<file path="src/rtl/mem_access_stage.sv">
// mem_access_stage: memory-access stage between EX/MEM and write-back.
// It drives a variable-latency data-memory handshake and stalls the front of
// the pipeline while an access is outstanding. Byte loads are zero-extended,
// and the result is registered into MEM/WB.
// Optional build macro: MEM_ACK_TIMEOUT_EN. When it is defined, an access
// that waits too long for an ack is aborted and mem_err latches high.
module mem_access_stage #(
  parameter int TIMEOUT_CYCLES = 64
) (
  input  logic        clk,
  input  logic        reset,
  input  logic        Mem_MemWE,
  input  logic        Mem_Mem2Reg,
  input  logic        Mem_RegWE,
  input  logic        Mem_LDURB_control,
  input  logic [3:0]  Mem_xfer_size,
  input  logic [4:0]  Mem_Rd,
  input  logic [63:0] Mem_data,
  input  logic [63:0] Mem_ReadData2,
  output logic        dmem_req,
  output logic        dmem_we,
  output logic [63:0] dmem_addr,
  output logic [63:0] dmem_wdata,
  output logic [3:0]  dmem_size,
  input  logic        dmem_ack,
  input  logic [63:0] dmem_rdata,
  output logic        stall,
  output logic        Wb_RegWE,
  output logic [4:0]  Wb_Rd,
  output logic [63:0] Wb_data,
  output logic        mem_err
);

  localparam logic [0:0] ST_IDLE = 1'b0;
  localparam logic [0:0] ST_WAIT = 1'b1;
  localparam logic [7:0] TO_LIM  = 8'(TIMEOUT_CYCLES);

  logic [0:0]  state, state_nxt;
  logic        memop;
  logic        abort;
  logic [63:0] load_result;

  assign memop = Mem_MemWE | Mem_Mem2Reg;

`ifdef MEM_ACK_TIMEOUT_EN
  logic [7:0] wait_cnt;
  logic [7:0] wait_cnt_inc;
  logic       err_q;

  // wait_cnt_inc is the 1-based index of the current WAIT cycle.
  // An ack in the same cycle wins over the abort.
  assign wait_cnt_inc = wait_cnt + 8'd1;
  assign abort = reset & (state == ST_WAIT) & ~dmem_ack & (wait_cnt_inc == TO_LIM);

  // Count WAIT cycles. The count clears whenever the access leaves WAIT.
  always_ff @(posedge clk) begin
    if (!reset)
      wait_cnt <= 8'd0;
    else if ((state == ST_WAIT) && !dmem_ack && !abort)
      wait_cnt <= wait_cnt_inc;
    else
      wait_cnt <= 8'd0;
  end

  // Sticky timeout flag. Only reset clears it.
  always_ff @(posedge clk) begin
    if (!reset)
      err_q <= 1'b0;
    else if (abort)
      err_q <= 1'b1;
  end

  assign mem_err = err_q;
`else
  logic unused_timeout;

  assign abort          = 1'b0;
  assign mem_err        = 1'b0;
  assign unused_timeout = |TO_LIM;
`endif

  // The request stays up for the whole access. Reset or an abort drops it
  // in the same cycle.
  assign dmem_req   = reset & (memop | (state == ST_WAIT)) & ~abort;
  assign dmem_we    = dmem_req & Mem_MemWE;
  assign dmem_addr  = Mem_data;
  assign dmem_wdata = Mem_ReadData2;
  assign dmem_size  = Mem_xfer_size;

  // Freeze upstream until the memory acks. An abort releases the freeze.
  assign stall = reset & memop & ~dmem_ack & ~abort;

  assign load_result = Mem_LDURB_control ? {56'b0, dmem_rdata[7:0]} : dmem_rdata;

  // Next-state logic. A zero-wait ack in IDLE never visits WAIT.
  always_comb begin
    state_nxt = state;
    case (state)
      ST_IDLE: if (memop && !dmem_ack) state_nxt = ST_WAIT;
      ST_WAIT: if (dmem_ack || abort)  state_nxt = ST_IDLE;
      default: state_nxt = ST_IDLE;
    endcase
  end

  // State register. Reset forces IDLE.
  always_ff @(posedge clk) begin
    if (!reset) state <= ST_IDLE;
    else        state <= state_nxt;
  end

  // MEM/WB register.
  // A stall inserts a bubble and keeps Rd and data.
  // An abort also clears data.
  always_ff @(posedge clk) begin
    if (!reset) begin
      Wb_RegWE <= 1'b0;
      Wb_Rd    <= 5'd0;
      Wb_data  <= 64'd0;
    end else if (abort) begin
      Wb_RegWE <= 1'b0;
      Wb_data  <= 64'd0;
    end else if (stall) begin
      Wb_RegWE <= 1'b0;
    end else begin
      Wb_RegWE <= Mem_RegWE;
      Wb_Rd    <= Mem_Rd;
      Wb_data  <= Mem_Mem2Reg ? load_result : Mem_data;
    end
  end

endmodule

</file>
<file path="config.mk">
export PLATFORM = sky130hd
export DESIGN_NAME = mem_access_stage
export DESIGN_NICKNAME = d
export VERILOG_FILES = /design/src/rtl/mem_access_stage.sv
export SDC_FILE = /design/constraint.sdc
export NUM_CORES = 1
export LEC_CHECK = 0
export ABC_CLOCK_PERIOD_IN_PS = 1200
export CAP_MARGIN = 10
export CORE_AREA = 8 8 155 157
export CTS_CLUSTER_DIAMETER = 100
export DETAILED_ROUTE_END_ITERATION = 10
export DIE_AREA = 0 0 163 165
export GPL_ROUTABILITY_DRIVEN = 1
export PLACE_DENSITY = 0.69
export SLEW_MARGIN = 20
export SYNTH_ARGS = -nofsm -noshare
export SYNTH_HDL_FRONTEND = slang
export SYNTH_SLANG_ARGS = --single-unit
</file>
<file path="constraint.sdc">
create_clock -name clk -period 1.2 [get_ports clk]
set_input_delay 0.12 -clock clk [delete_from_list [all_inputs] [get_ports clk]]
set_output_delay 0.12 -clock clk [all_outputs]
set_load 0.02 [all_outputs]
</file>
==> key figures <==
Min path
  – Hold Path Class: in -> reg

Placed design
  – Gpl congestion: 0.766
  – PortBufs: 276
  – DP Wirelength: 13,600 um

Finish
  – Sequential standard cell area: 0.00142 mm^2
  – Proportion of layout cells with a drive suffix above 1: 9.87%
  – Core Util, Final: 30.3%
  – Nets: 841
  – Layout area overhead: 55.5%
  – Fillers: 2,311
  – Area of the multi-input gates: 0.00156 mm^2

Clock network
  – Root buffer cell: clkbuf_16
  – Max H-tree Level: 3
  – CTS tree: yes
  – Clock sink count: 71
  – Total CTS buffers: 9
  – Max clock buf depth: 2
  – Clk_lat worst skew: 0.33 ns
  – Clk pin slew, worst setup/hold paths: 0.06 ns

Setup path
  – Worst R2R Start: Wb_data[39]
  – Maximum net fanout on the critical path: 2
  – Startpoint Class: register
  – Buf/Inv on CP: 1
  – Crit path depth: 1
  – Worst Setup EP: Wb_data[19]
  – Crit path DAT: 1.02 ns
  – Crit path kind: reg -> out
  – Crit. End Element: output port
  – Worst path cell trace: dlygate4sd2_1
  – CP Launch Point: Wb_data[19]
  – Worst EP required: 1.08 ns
  – FF-to-FF setup slack: 0.44 ns
  – Max stage delay on crit path: 0.36 ns
  – Delay-heaviest family, CP: buffers and inverters
  – Worst Reg-to-Reg Cells: 2
  – Slowest cell on crit path: dlygate4sd2_1
  – Critical R2R Capture: Wb_data[39]

Floorplanning
  – Die height: 165 um
  – Die ar.: 0.0269 mm^2
  – Row cnt: 54
  – Initial Util: 19.5%
  – # IOs: 414
  – Core area: 0.0215 mm^2
  – Die W: 163 um

Timing
  – Clock Skew: 0 ns
  – Final setup viols: 0
  – Worst hold slack: 0.110 ns
  – Period utilization: 95.4%
  – Final hold violations: 0
  – Setup TNS Final: 0 ns
  – Fin crit period: 1.14 ns
  – RSZ-0062 raised after global routing: true
  – Max-slew violation count: 0
  – Fmax: 0.874 GHz

Global route
  – Initial antenna violation count: 0
  – Tot GR Track Use: 12.0%
  – Grt total ovfl: 0
  – Vias in the first global route: 4,053
  – Largest net degree at the start of global routing: 41
  – Global-route wire length before repair: 24,500 um

Route
  – DRC viols: 0
  – First-pass DRT Iterations: 4
  – Routed WL: 16,900 um
  – Routed vias/inst: 4.13
  – Initial DRC count: 138
  – Detailed-route wire length per cell: 18.3 um
  – Routed Antenna Nets: 0
  – Total vias in the final route: 3,794

Power
  – IR drop worst, VDD: 492 uV
  – Leak: 2.70 nW
  – Pwr per Cell Area: 1130 mW/mm^2
  – Design Power: 0.00739 W

Run status
  – Status: completed

Yosys
  – Synthesized cell area: 0.00419 mm^2
  – Post-Syn Instances: 494
  – Syn. warnings: 0
  – Unique masters post-synth: 22
  – Post-synth ARST share: 0%
  – Number of enable flip-flop cells after synthesis: 0
  – Seq/Total Area, Yosys: 33.9%
  – Syn_area_per_cell: 8.48 um^2
  – Syn nets: 702
  – #FFs+latches synth: 71
  – Top_reg_cell synth: dfxtp_1

Job
  – Max-cap violations: 0
[worst register-to-register path, stage by stage (launching register included)]
cell	delay, ns
dfxtp_1	0.31
o31ai_1	0.25
a21oi_1	0.07
[routing by layer]
metal	share of wire, %	track usage [%]
met1	36	11.7
met2	49	20.5
met3	12	6.63
met4	3.4	5.50
met5	0	0
[area by class of cell]
type                       count  share of cell area (%)
sequential                    71                    21.8
clock buffer                   9                    3.46
multi-input combinational    239                    24.0
tap                          280                    5.38
antenna                        1                  0.0384
inverter                      14                   0.807
timing repair buffer         298                    43.0
clock inverter                 7                    1.48
[sequential cells by signal, summed over array words and instances, names as in the netlist]
| register | count |
|---|---|
| Wb_data | 64 |
| Wb_Rd | 5 |
| Wb_RegWE | 1 |
| state | 1 |
[cell families after synthesis]
group | after synthesis | synth area share, %
AOI/OAI and AO/OA | 163 | 24.5
buffers and inverters | 184 | 29.3
DFF | 71 | 33.9
muxes | 10 | 2.63
other | 1 | 0.0895
and+or+nand+nor | 65 | 9.56
[metrics by stage]
step           area (um^2)  instances  worst slack, ns
2_1_floorplan         4190        494            0.136
3_3_place_gp          6350        902           -0.614
3_5_place_dp          6350        902           -0.613
4_1_cts               6500        918           0.0135
5_1_grt               6510        918          -0.0146
6_report              6510        919           0.0558
[worst min-delay path by stage]
stage	startpoint	to	slack, ns	cells after the start
2_1_floorplan	Mem_MemWE	state	0.25	2
3_3_place_gp	Mem_xfer_size[0]	dmem_size[0]	0.24	0
3_5_place_dp	Mem_xfer_size[0]	dmem_size[0]	0.24	0
4_1_cts	reset	state	0.09	3
5_1_grt	reset	state	0.1	3
6_report	reset	state	0.11	3
[where the power goes]
group | internal [W] | switching, W | total (W)
registers | 0.00252 | 0.0000771 | 0.00260
logic | 0.000920 | 0.000935 | 0.00185
clock network | 0.00182 | 0.00111 | 0.00294
total | 0.00526 | 0.00212 | 0.00739
[synth_stat cells (all sizes together) (2+ instances only)]
cell / number / area share, %
o2bb2ai: 30 / 6.3
inv: 14 / 1.3
a21oi: 80 / 9.6
o31ai: 26 / 4.7
buf: 156 / 27
o21ai: 14 / 1.7
nor2b: 58 / 8.7
mux2: 8 / 2.2
o211ai: 13 / 2.3
nor2: 2 / 0.18
dfxtp: 71 / 34
clkbuf: 14 / 1.3
mux2i: 2 / 0.48
[cells in the final DEF (no fill, tap or decap), types with 2 or more instances in the layout]
| cell type | instances |
|---|---|
| inv_1 | 13 |
| buf_2 | 5 |
| o21ai_1 | 4 |
| dfxtp_1 | 71 |
| clkdlybuf4s50_1 | 135 |
| o2bb2ai_1 | 30 |
| o31ai_1 | 26 |
| o211ai_1 | 13 |
| mux2_2 | 8 |
| bufinv_16 | 2 |
| buf_4 | 22 |
| clkinvlp_4 | 3 |
| clkbuf_16 | 9 |
| o21ai_0 | 9 |
| mux2i_1 | 2 |
| a21oi_1 | 80 |
| buf_12 | 5 |
| dlygate4sd2_1 | 119 |
| clkdlybuf4s15_1 | 11 |
| nor2b_1 | 57 |
[timing repair]
action,in CTS,in global routing
hold buffers,0,0
cloned,0,0
resized for setup,142,11
buffers inserted,0,0
setup endpoints to repair,175,12
(Power assumes the default switching activity.)
